## src/rtl/axi_pair_pack.sv

```systemverilog
// Packs a valid/ready byte stream into (a, b) operand pairs and queues them in a small pair FIFO.
// Optional PAIR_LAST_EN adds s_last: a packet-final byte landing in the a slot is pushed at once with b=0.
module axi_pair_pack #(
   parameter  int DW    = 8,
   parameter  int DEPTH = 2,
   localparam int LW    = $clog2(DEPTH) + 1
) (
   input  logic          clk,
   input  logic          rst_n,
   input  logic [DW-1:0] s_data,
   input  logic          s_valid,
`ifdef PAIR_LAST_EN
   input  logic          s_last,
`endif
   output logic          s_ready,
   output logic [DW-1:0] dout_a,
   output logic [DW-1:0] dout_b,
   output logic          dout_valid,
   input  logic          dout_ready,
   output logic [LW-1:0] level
);

   localparam int AW = LW - 1;

   typedef enum logic {
      WAIT_A = 1'b0,
      WAIT_B = 1'b1
   } state_t;

   state_t               state_q, state_d;
   logic [DW-1:0]        a_hold_q, a_hold_d;
   logic [2*DW-1:0]      mem_q [DEPTH];
   logic [2*DW-1:0]      mem_d [DEPTH];
   logic [LW-1:0]        wr_ptr_q, wr_ptr_d;
   logic [LW-1:0]        rd_ptr_q, rd_ptr_d;

   logic                 last_s;
   logic                 empty_s;
   logic                 full_s;
   logic                 accept_s;
   logic                 push_s;
   logic                 pop_s;
   logic [2*DW-1:0]      push_pair_s;
   logic [2*DW-1:0]      head_s;

   // Handshake decode and FIFO status; the extra pointer MSB separates full from empty.
   always_comb begin
`ifdef PAIR_LAST_EN
      last_s = s_last;
`else
      last_s = 1'b0;
`endif
      empty_s  = (wr_ptr_q == rd_ptr_q);
      full_s   = (wr_ptr_q[AW] != rd_ptr_q[AW]) && (wr_ptr_q[AW-1:0] == rd_ptr_q[AW-1:0]);
      s_ready  = ((state_q == WAIT_A) && !last_s) || !full_s || dout_ready;
      accept_s = s_valid && s_ready;
      pop_s    = !empty_s && dout_ready;
   end

   // Pairing FSM and next-state of pointers and pair storage.
   always_comb begin
      state_d     = state_q;
      a_hold_d    = a_hold_q;
      push_s      = 1'b0;
      push_pair_s = {a_hold_q, s_data};
      mem_d       = mem_q;
      case (state_q)
         WAIT_A: begin
            if (accept_s && last_s) begin
               push_s      = 1'b1;
               push_pair_s = {s_data, {DW{1'b0}}};
            end else if (accept_s) begin
               a_hold_d = s_data;
               state_d  = WAIT_B;
            end else begin
               state_d = WAIT_A;
            end
         end
         WAIT_B: begin
            if (accept_s) begin
               push_s  = 1'b1;
               state_d = WAIT_A;
            end else begin
               state_d = WAIT_B;
            end
         end
         default: begin
            state_d = WAIT_A;
         end
      endcase

      if (push_s) begin
         mem_d[wr_ptr_q[AW-1:0]] = push_pair_s;
         wr_ptr_d                = wr_ptr_q + LW'(1);
      end else begin
         wr_ptr_d = wr_ptr_q;
      end

      if (pop_s) begin
         rd_ptr_d = rd_ptr_q + LW'(1);
      end else begin
         rd_ptr_d = rd_ptr_q;
      end
   end

   // State, holding register, pointers and pair storage.
   always_ff @(posedge clk or negedge rst_n) begin
      if (!rst_n) begin
         state_q  <= WAIT_A;
         a_hold_q <= {DW{1'b0}};
         wr_ptr_q <= {LW{1'b0}};
         rd_ptr_q <= {LW{1'b0}};
         for (int i = 0; i < DEPTH; i++) begin
            mem_q[i] <= {(2*DW){1'b0}};
         end
      end else begin
         state_q  <= state_d;
         a_hold_q <= a_hold_d;
         wr_ptr_q <= wr_ptr_d;
         rd_ptr_q <= rd_ptr_d;
         mem_q    <= mem_d;
      end
   end

   // Head pair comes straight from storage flops, never from s_data.
   assign head_s     = mem_q[rd_ptr_q[AW-1:0]];
   assign dout_a     = head_s[2*DW-1:DW];
   assign dout_b     = head_s[DW-1:0];
   assign dout_valid = !empty_s;
   assign level      = wr_ptr_q - rd_ptr_q;

endmodule

```

## config.mk

```make
export PLATFORM = sky130hd
export DESIGN_NAME = axi_pair_pack
export DESIGN_NICKNAME = d
export VERILOG_FILES = /design/src/rtl/axi_pair_pack.sv
export SDC_FILE = /design/constraint.sdc
export NUM_CORES = 1
export LEC_CHECK = 0
export ABC_AREA = 1
export CORE_UTILIZATION = 40
export DETAILED_ROUTE_END_ITERATION = 10
export GPL_ROUTABILITY_DRIVEN = 0
export PLACE_DENSITY = 0.73
export SYNTH_ARGS = -nofsm -noshare
export SYNTH_HDL_FRONTEND = slang
export SYNTH_SLANG_ARGS = --single-unit
```

## constraint.sdc

```tcl
create_clock -name clk -period 5.95 [get_ports clk]
set_input_delay 0.8925 -clock clk [delete_from_list [all_inputs] [get_ports clk]]
set_output_delay 0.8925 -clock clk [all_outputs]
set_load 0.1 [all_outputs]
```

==> reports/results.ini <==
[global_routing]
antenna_found_initial=0
grt_pass1_wl_mm=6.575
globalRouteOverflowTotal=0
grt_pass1_vias=1440
grt_max_degree=46
grt.total_usage_pct=16.30

[layout]
syn2layout_area_growth_pct=17.78
fillers=502
multi_input_area_um2=788.3
nets=275
antenna_cells=0
regArea_um2=1126
drive_above_1_share_pct=13.46
final_core_util_pct=50.62

[floorplanning]
fp.dieArea_um2=5536
num_rows=25
die_y_um=74.41
die-width_um=74.41
io-pin-count=32
initial_core_util_pct=42.97
core_area_um2=4880

[setup_path]
critPathSlowestCell=clkdlybuf4s50_1
critPathMaxFanout=20
cp_cell_sequence=ha_1, inv_1, nor3_1, nand2_1, clkdlybuf4s50_1
worstPathArrival_ns=2.84
crit_type=reg2out
critPathMaxStageDelay_ns=1.12
critPathLaunchType=flop
critPathRequiredTime_ns=5.06
worst_setup_path_end_kind=output pin

[hold_path]
worstHoldPathType=reg2reg

[clock_tree]
cts-htree-levels=2
clk_pin_slew_worst_paths_ns=0.08
cts_resized=0
cts-root-buf=clkbuf_8
clock-sinks=45
postCtsSetupBuffers=0
cts_inserted_buffers=5
insertion_delay_ns=0.29
cts_buffer_depth=2
cts_tree=done
hold_buffers=0

[sta]
max_freq_mhz=267.7
hold_viol_final=0
tightestPinTransition_ns=1.000
worst_hold_slack_ns=0.4850
relSlewSlack_pct=33.33
skew_ns=0.004093
final.setup.worst_slack_ns=2.214
finalCritPeriodShare_pct=62.78
setup_viol=0
final_max_slew_viol_count=0
fin_tns_setup_ns=0
rsz0062_at_grt=false
period_needed_ns=3.736

[logic_synthesis]
synth_area_per_cell_um2=9.078
synthCells=231
yosys_warnings=0
synth_fp_nets=247
synth_cell_types=19
synth_area_um2=2097
ys_ff_latch=45
synth.yosys.seq_area_share_pct=53.70

[detailed_routing]
drt-initial-drc-count=73
num_vias=1504
ant_nets=0
routed_via_density=4.599
avgRoutedWirePerCell_um=12.12
post-route-drc-count=0
drt_pre_antenna_iters=4
totalWireLength_mm=3.962

[placement]
dp_slack_ns=2.364
hpwl_mm=2.588
io_buffers=31

[outcome]
outcome=finished, final reports clean

[flow_run]
max_cap_viol_count=0

==> cell usage after synthesis <==
cell	instances	share of area, %
inv_1	21	3.8
nand2_4	1	0.54
nor3_1	1	0.24
nand3_2	1	0.48
nand2_1	94	17
nand2_2	5	1.5
buf_6	5	2.7
nand3_1	2	0.48
dfrtp_1	45	54
o21ai_0	8	1.9
buf_4	2	0.72
buf_2	2	0.48
o21ai_1	12	2.9
o21ai_2	20	8.4
xor2_1	4	1.7
a21boi_0	1	0.36
inv_2	2	0.36
buf_8	1	0.72
ha_1	4	2.4
==> cell type report <==
type	instances	area share, %
multi-input cells	153	31.91
flip-flops and latches	45	45.59
inverters	23	3.495
well taps	67	3.394
repair buffers	31	12.36
clock buffers	8	3.242
==> cell usage in the layout (no fill, tap or decap) <==
cell type | synthesis | final
a21boi_0 | 1 | 1
buf_2 | 2 | 1
clkbuf_1 | 0 | 3
clkbuf_8 | 0 | 5
clkdlybuf4s50_1 | 0 | 30
dfrtp_1 | 45 | 45
ha_1 | 4 | 4
inv_1 | 21 | 21
inv_2 | 2 | 2
nand2_1 | 94 | 94
nand2_2 | 5 | 5
nand2_4 | 1 | 1
nand3_1 | 2 | 2
nand3_2 | 1 | 1
nor3_1 | 1 | 1
o21ai_0 | 8 | 8
o21ai_1 | 12 | 12
o21ai_2 | 20 | 20
xor2_1 | 4 | 4
==> metrics by stage <==
step	cell area (um2)	cells
3_3_place_gp	2390	319
4_1_cts	2470	327
2_1_floorplan	2097	231
5_1_grt	2470	327
6_report	2470	327
3_5_place_dp	2390	319
==> worst paths after layout <==
check / from / endpoint / slack (ns) / cells after the start
worst min-delay path: mem_q[23]$_DFFE_PN0P_ / mem_q[23]$_DFFE_PN0P_ / 0.49 / 2
worst max register to register: rd_ptr_q[0]$_DFFE_PN0P_ / mem_q[15]$_DFFE_PN0P_ / 3.18 / 8
max in group asynchronous: rst_n / mem_q[26]$_DFFE_PN0P_ / 4.57 / 1
worst min register to register: mem_q[23]$_DFFE_PN0P_ / mem_q[23]$_DFFE_PN0P_ / 0.49 / 2
min in group asynchronous: rst_n / a_hold_q[6]$_DFFE_PN0P_ / 0.76 / 1
worst max-delay path: rd_ptr_q[0]$_DFFE_PN0P_ / s_ready / 2.21 / 5
==> critical path, delay by kind of cell (launching register included) <==
family                   cells  cell delay [ns]
adder cells (fa/ha/maj)      1             0.39
AND/OR/NAND/NOR              2             0.12
buffers and inverters        2             1.21
flip-flops                   1             0.82
==> flip-flops by register name, indices dropped and copies added (netlist names) <==
signal    flops
rd_ptr_q      2
a_hold_q      8
state_q       1
mem_q        32
wr_ptr_q      2
==> per-layer routing <==
metal	up-vias	wire length, um	track usage (%)
li1	770	-	-
met5	-	0	0
met3	9	118	3.252
met4	0	100	8.805
met2	22	1878	26.63
met1	703	1864	20.35
==> logic make-up after synthesis <==
kind of cell,after synthesis,share of synthesized area (%)
xor gates and xnor gates,4,1.670
buffers and inverters,33,8.711
and+or+nand+nor,104,20.05
adders and majority gates,4,2.387
AOI/OAI and AO/OA,41,13.48
DFF,45,53.70
Power is left out: the tool's default activity adds up to more than one toggle a clock period on the data nets, which glitch-free logic cannot reach.
